[src/rtl/dmem_arb_pkg.sv]
// Shared types for the data-memory arbiter: FSM state and read-return owner encodings.
package dmem_arb_pkg;

  typedef enum logic [1:0] {
    IDLE = 2'd0,
    CPU  = 2'd1,
    DBG  = 2'd2,
    LOCK = 2'd3
  } arb_state_e;

  typedef enum logic {
    OWN_CPU = 1'b0,
    OWN_DBG = 1'b1
  } arb_owner_e;

  localparam int WAIT_W = 4;

endpackage

[src/rtl/dmem_arbiter_age_ctr.sv]
// Saturating wait counter: counts consecutive denied cycles of one requester.
module arb_age_ctr
  import dmem_arb_pkg::*;
#(
  parameter int MAX_WAIT = 4
) (
  input  logic clk,
  input  logic rst_n,
  input  logic i_inc,
  input  logic i_clr,
  output logic o_sat
);

  localparam logic [WAIT_W-1:0] SAT_VAL = WAIT_W'(MAX_WAIT);

  logic [WAIT_W-1:0] r_count;

  always_ff @(posedge clk or negedge rst_n) begin
    if (!rst_n) begin
      r_count <= '0;
    end else if (i_clr) begin
      r_count <= '0;
    end else if (i_inc && (r_count != SAT_VAL)) begin
      r_count <= r_count + 1'b1;
    end
  end

  assign o_sat = (r_count == SAT_VAL);

endmodule

[src/rtl/dmem_arbiter.sv]
// Two-port arbiter in front of the single-port data memory: cpu vs dbg, with aging,
// a bounded dbg lock and read-return routing.
module dmem_arbiter
  import dmem_arb_pkg::*;
#(
  parameter int AW       = 32,
  parameter int DW       = 32,
  parameter int MAX_WAIT = 4,
  parameter int LOCK_MAX = 8
) (
  input  logic          clk,
  input  logic          rst_n,
  input  logic          cpu_req,
  input  logic          cpu_we,
  input  logic [AW-1:0] cpu_addr,
  input  logic [DW-1:0] cpu_wdata,
  output logic          cpu_gnt,
  output logic          cpu_rvalid,
  input  logic          dbg_req,
  input  logic          dbg_we,
  input  logic [AW-1:0] dbg_addr,
  input  logic [DW-1:0] dbg_wdata,
  input  logic          dbg_lock,
  output logic          dbg_gnt,
  output logic          dbg_rvalid,
  output logic [DW-1:0] rdata,
  output logic          mem_r,
  output logic          mem_w,
  output logic [AW-1:0] mem_addr,
  output logic [DW-1:0] mem_wdata,
  input  logic [DW-1:0] mem_rdata
);

  localparam int LCW = (LOCK_MAX > 1) ? $clog2(LOCK_MAX) : 1;
  localparam logic [LCW-1:0] LOCK_LAST = LCW'(LOCK_MAX - 1);

  arb_state_e     r_state, w_nextState;
  logic [LCW-1:0] r_lockCnt, w_lockCntNext;
  logic           r_dbgBlock, w_dbgBlockNext;
  logic           r_rdPending;
  arb_owner_e     r_rdOwner;
  logic           w_cpuGnt, w_dbgGnt, w_dbgElig, w_locked;
  logic           w_cpuSat, w_dbgSat;

  arb_age_ctr #(.MAX_WAIT(MAX_WAIT)) u_cpuAge (
    .clk   (clk),
    .rst_n (rst_n),
    .i_inc (cpu_req && !w_cpuGnt),
    .i_clr (!cpu_req || w_cpuGnt),
    .o_sat (w_cpuSat)
  );

  arb_age_ctr #(.MAX_WAIT(MAX_WAIT)) u_dbgAge (
    .clk   (clk),
    .rst_n (rst_n),
    .i_inc (dbg_req && !w_dbgGnt),
    .i_clr (!dbg_req || w_dbgGnt),
    .o_sat (w_dbgSat)
  );

  assign w_locked = (r_state == LOCK) && dbg_lock;

  // Outside a lock cpu wins ties unless dbg has aged out; a force release bars dbg for one cycle.
  always_comb begin
    w_cpuGnt       = 1'b0;
    w_dbgGnt       = 1'b0;
    w_dbgElig      = 1'b0;
    w_nextState    = r_state;
    w_lockCntNext  = '0;
    w_dbgBlockNext = 1'b0;
    if (!rst_n) begin
      w_nextState = IDLE;
    end else if (w_locked) begin
      w_dbgGnt = dbg_req;
      if (r_lockCnt == LOCK_LAST) begin
        w_nextState    = IDLE;
        w_dbgBlockNext = 1'b1;
      end else begin
        w_nextState   = LOCK;
        w_lockCntNext = r_lockCnt + 1'b1;
      end
    end else begin
      w_dbgElig = dbg_req && !r_dbgBlock;
      if (cpu_req && (!w_dbgElig || !w_dbgSat || w_cpuSat)) begin
        w_cpuGnt = 1'b1;
      end else if (w_dbgElig) begin
        w_dbgGnt = 1'b1;
      end
      if (w_cpuGnt) begin
        w_nextState = CPU;
      end else if (w_dbgGnt) begin
        w_nextState = dbg_lock ? LOCK : DBG;
      end else if (r_state == LOCK) begin
        w_nextState = IDLE;
      end
    end
  end

  always_comb begin
    mem_r     = 1'b0;
    mem_w     = 1'b0;
    mem_addr  = '0;
    mem_wdata = '0;
    if (w_cpuGnt) begin
      mem_r     = !cpu_we;
      mem_w     = cpu_we;
      mem_addr  = cpu_addr;
      mem_wdata = cpu_wdata;
    end else if (w_dbgGnt) begin
      mem_r     = !dbg_we;
      mem_w     = dbg_we;
      mem_addr  = dbg_addr;
      mem_wdata = dbg_wdata;
    end
  end

  always_ff @(posedge clk or negedge rst_n) begin
    if (!rst_n) begin
      r_state     <= IDLE;
      r_lockCnt   <= '0;
      r_dbgBlock  <= 1'b0;
      r_rdPending <= 1'b0;
      r_rdOwner   <= OWN_CPU;
    end else begin
      r_state     <= w_nextState;
      r_lockCnt   <= w_lockCntNext;
      r_dbgBlock  <= w_dbgBlockNext;
      r_rdPending <= (w_cpuGnt && !cpu_we) || (w_dbgGnt && !dbg_we);
      if (w_cpuGnt || w_dbgGnt) begin
        r_rdOwner <= w_cpuGnt ? OWN_CPU : OWN_DBG;
      end
    end
  end

  assign cpu_gnt    = w_cpuGnt;
  assign dbg_gnt    = w_dbgGnt;
  assign cpu_rvalid = r_rdPending && (r_rdOwner == OWN_CPU);
  assign dbg_rvalid = r_rdPending && (r_rdOwner == OWN_DBG);
  assign rdata      = mem_rdata;

endmodule

[config.mk]
export PLATFORM = sky130hd
export DESIGN_NAME = dmem_arbiter
export DESIGN_NICKNAME = d
export VERILOG_FILES = /design/src/rtl/dmem_arb_pkg.sv /design/src/rtl/dmem_arbiter_age_ctr.sv /design/src/rtl/dmem_arbiter.sv
export SDC_FILE = /design/constraint.sdc
export NUM_CORES = 1
export LEC_CHECK = 0
export CORE_AREA = 5 5 101 103
export CTS_BUF_LIST = sky130_fd_sc_hd__clkbuf_16
export CTS_CLUSTER_SIZE = 20
export DETAILED_ROUTE_END_ITERATION = 8
export DIE_AREA = 0 0 106 108
export DONT_BUFFER_PORTS = 1
export GPL_TIMING_DRIVEN = 0
export PLACE_DENSITY_LB_ADDON = 0.25
export SETUP_SLACK_MARGIN = 0.3
export SLEW_MARGIN = 15
export SYNTH_ARGS = -nofsm -noshare
export SYNTH_HDL_FRONTEND = slang
export SYNTH_HIERARCHICAL = 1
export SYNTH_SLANG_ARGS = --single-unit
[constraint.sdc]
create_clock -name clk -period 5.5 [get_ports clk]
set_clock_uncertainty 0.1 [all_clocks]
set_input_delay 1.65 -clock clk [delete_from_list [all_inputs] [get_ports clk]]
set_output_delay 1.65 -clock clk [all_outputs]
set_load 0.01 [all_outputs]
==> flow_metrics.py <==
metrics = {
    "routing": {
        "routed_via_density": 5.46,
        "post_drt_wl_per_cell_um": 28.0,
        "drtIter0Drc": 108,
        "drtPass1Iterations": 4,
        "vias": 1779,
        "antenna_left": 0,
        "routed_wirelength_mm": 9.12,
        "drc": 0,
    },
    "timing": {
        "report.final.slew_viol_count": 0,
        "setup_slack_ps": 708,
        "setup_violations": 0,
        "timing.hold.ws_ps": 336,
        "fin_crit_ps": 4790,
        "fin_crit_sh_pct": 87.1,
        "rsz0062_at_grt": "false",
        "hold_violations": 0,
        "fmaxAchievable_ghz": 0.209,
        "finalSetupTns_ps": 0,
        "worst_pin_slew_ps": 356,
        "relSlewSlack_pct": 76.1,
    },
    "min_path": {
        "min_from": "r_lockCnt[0]",
        "holdPathEnd": "r_lockCnt[0]",
        "holdCritPathClass": "register to register",
        "min_delay_path_depth": 1,
    },
    "synthesis": {
        "synth.avg_cell_area_um2": 8.79,
        "synthCells": 211,
        "yosys_warnings": 6,
        "syn_nets": 384,
        "synth_top_cell_by_area": "a22o_1",
        "yosysSeqAreaShare_pct": 21.6,
        "synth_top_area_share_pct": 30.7,
        "ys_ff_latch": 16,
        "synth.distinct_cells": 34,
        "netlist_area_mm2": 0.00186,
        "netlist_top_cells_area": "a22o_1 (31%), dfrtp_1 (22%), buf_4 (15%)",
    },
    "floorplan": {
        "coreArea_mm2": 0.00911,
        "die_h_um": 108,
        "die_area_mm2": 0.0114,
        "die_x_um": 106,
        "io_pins": 269,
        "start_util_pct": 20.4,
        "rows": 35,
    },
    "final_layout": {
        "layoutNonFillerInstCount": 326,
        "final_cell_mix": "a22o_1 (65), buf_4 (36), dfrtp_1 (16)",
        "layout.cells.most_common": "a22o_1",
        "n_fill_cell": 981,
        "regArea_um2": 400,
        "syn_to_final_growth_pct": 11.7,
        "multiInputGateArea_mm2": 0.00106,
        "design_area_mm2": 0.00207,
        "drive_gt1_share_pct": 28.8,
        "antenna_cells_inserted": 0,
        "nets": 389,
    },
    "cts": {
        "clkTransAtPathRegs_ps": 50,
        "cts_tree": "done",
        "ctsHtreeMaxLevel": 1,
        "cts-resized-gates": 0,
        "cts_root_buf": "clkbuf_16",
        "cts_buffers": 3,
        "hold_buffers": 0,
        "cts_setup_buffers": 0,
        "clock_latency_ps": 240,
        "cts_buffer_depth": 2,
        "cts.sinks": 16,
    },
    "placement": {
        "dpl.hpwl_mm": 8.01,
        "place_area_mm2": 0.00199,
        "routabilityCongestion": 0.805,
        "preCtsSetupSlack_ps": 679,
        "dp_cells": 322,
        "port_buffers": 0,
    },
    "worst_setup_path": {
        "ff2ff_setup_slack_ps": 2930,
        "r2r_start": "u_cpuAge/r_count[0]",
        "start_kind": "input pin",
        "reg2reg_to": "u_cpuAge/r_count[3]",
        "endpoint_kind": "primary output",
        "cp_max_fo": 10,
        "setup.worst_path.start": "dbg_lock",
        "cp_data_required_time_ps": 3750,
        "cp.arrival_ps": 3040,
        "r2r_cells": 11,
        "crit_type": "input pin to primary output",
    },
    "global_route": {
        "grt_pass1_wl_mm": 11.3,
        "grt_usage_pct": 13.3,
        "antenna_found_initial": 0,
        "first_global_vias": 1721,
        "grt-ovfl-total": 0,
        "grt_start_max_net_pins": 24,
    },
    "power_and_ir_drop": {
        "irDropWorstVdd_uv": 128,
        "powerDensity_mw_per_mm2": 192,
        "leakage_nw": 0.964,
    },
    "run": {
        "maxCapViolations": 0,
    },
    "status": {
        "status": "finished clean",
    },
}
cells by family after synthesis:
family	synth area share (%)
DFF	21.6
buffers and inverters	21.4
adders and majority gates	4.05
and+or+nand+nor	12.7
AOI/OAI and AO/OA	40.3
power breakdown:
part	switching [mW]	internal, mW	total, mW	leakage [nW]
sequential	0.00320	0.122	0.125	0.218
combinational	0.0776	0.0540	0.132	0.707
clock	0.0456	0.0965	0.142	0.0385
synth_stat cells, drive strengths merged:
cell type / instances
nand3: 7
clkbuf: 1
nor2: 5
nor3: 3
o22ai: 2
a21oi: 12
dfrtp: 16
o21ai: 3
nand2: 6
and2: 3
o21a: 1
o311ai: 1
nor2b: 1
nand2b: 1
nand4: 2
a32o: 1
or2b: 1
a221oi: 1
inv: 11
or3: 2
nor4: 1
ha: 6
a31oi: 1
buf: 46
and3: 4
a21o: 5
a22o: 65
nand3b: 3
how the worst max path moves through the flow:
| stage | slack, ps | endpoint |
|---|---|---|
| after floorplan | 1030 | mem_addr[0] |
| after global routing | 520 | mem_wdata[22] |
| after detailed placement | 680 | mem_wdata[25] |
| after global placement | 650 | mem_wdata[25] |
| final | 710 | mem_wdata[25] |
| after CTS | 680 | mem_wdata[25] |
layout make-up:
type,count,area share [%]
well taps,111,6.70
flip-flops and latches,16,19.3
clock buffers,3,3.62
clock inverters,1,0.181
plain buffers,47,17.1
multi-input cells,137,51.1
inverters,11,1.99
flip-flops by register name, summed over array words and instances, names as in the netlist:
register and cells:
r_rdPending 1, u_cpuAge/r_count 4, r_lockCnt 3, u_dbgAge/r_count 4, r_state 2, r_rdOwner 1, r_dbgBlock 1
critical path, cell delays in order:
cell,delay [ps]
and3_1,120
clkbuf_1,260
o21ai_1,220
inv_2,100
buf_2,240
buf_4,210
a22o_1,250
layer usage:
metal  part of all wire (%)  up-vias  GRT usage [%]
met5                      0        -              0
met4                  0.099        0          0.833
met3                     17        2           8.96
met2                     47      139           20.3
met1                     37      852           16.4
li1                       -      786              -
per-stage QoR:
step	total power, mW	utilization, %
floorplan	0.233	-
global placement	0.261	21.9
detailed placement	0.261	21.9
CTS	0.406	22.8
global route	0.418	22.8
finish	0.399	22.8
No activity file was read; power rests on OpenSTA's default activity.
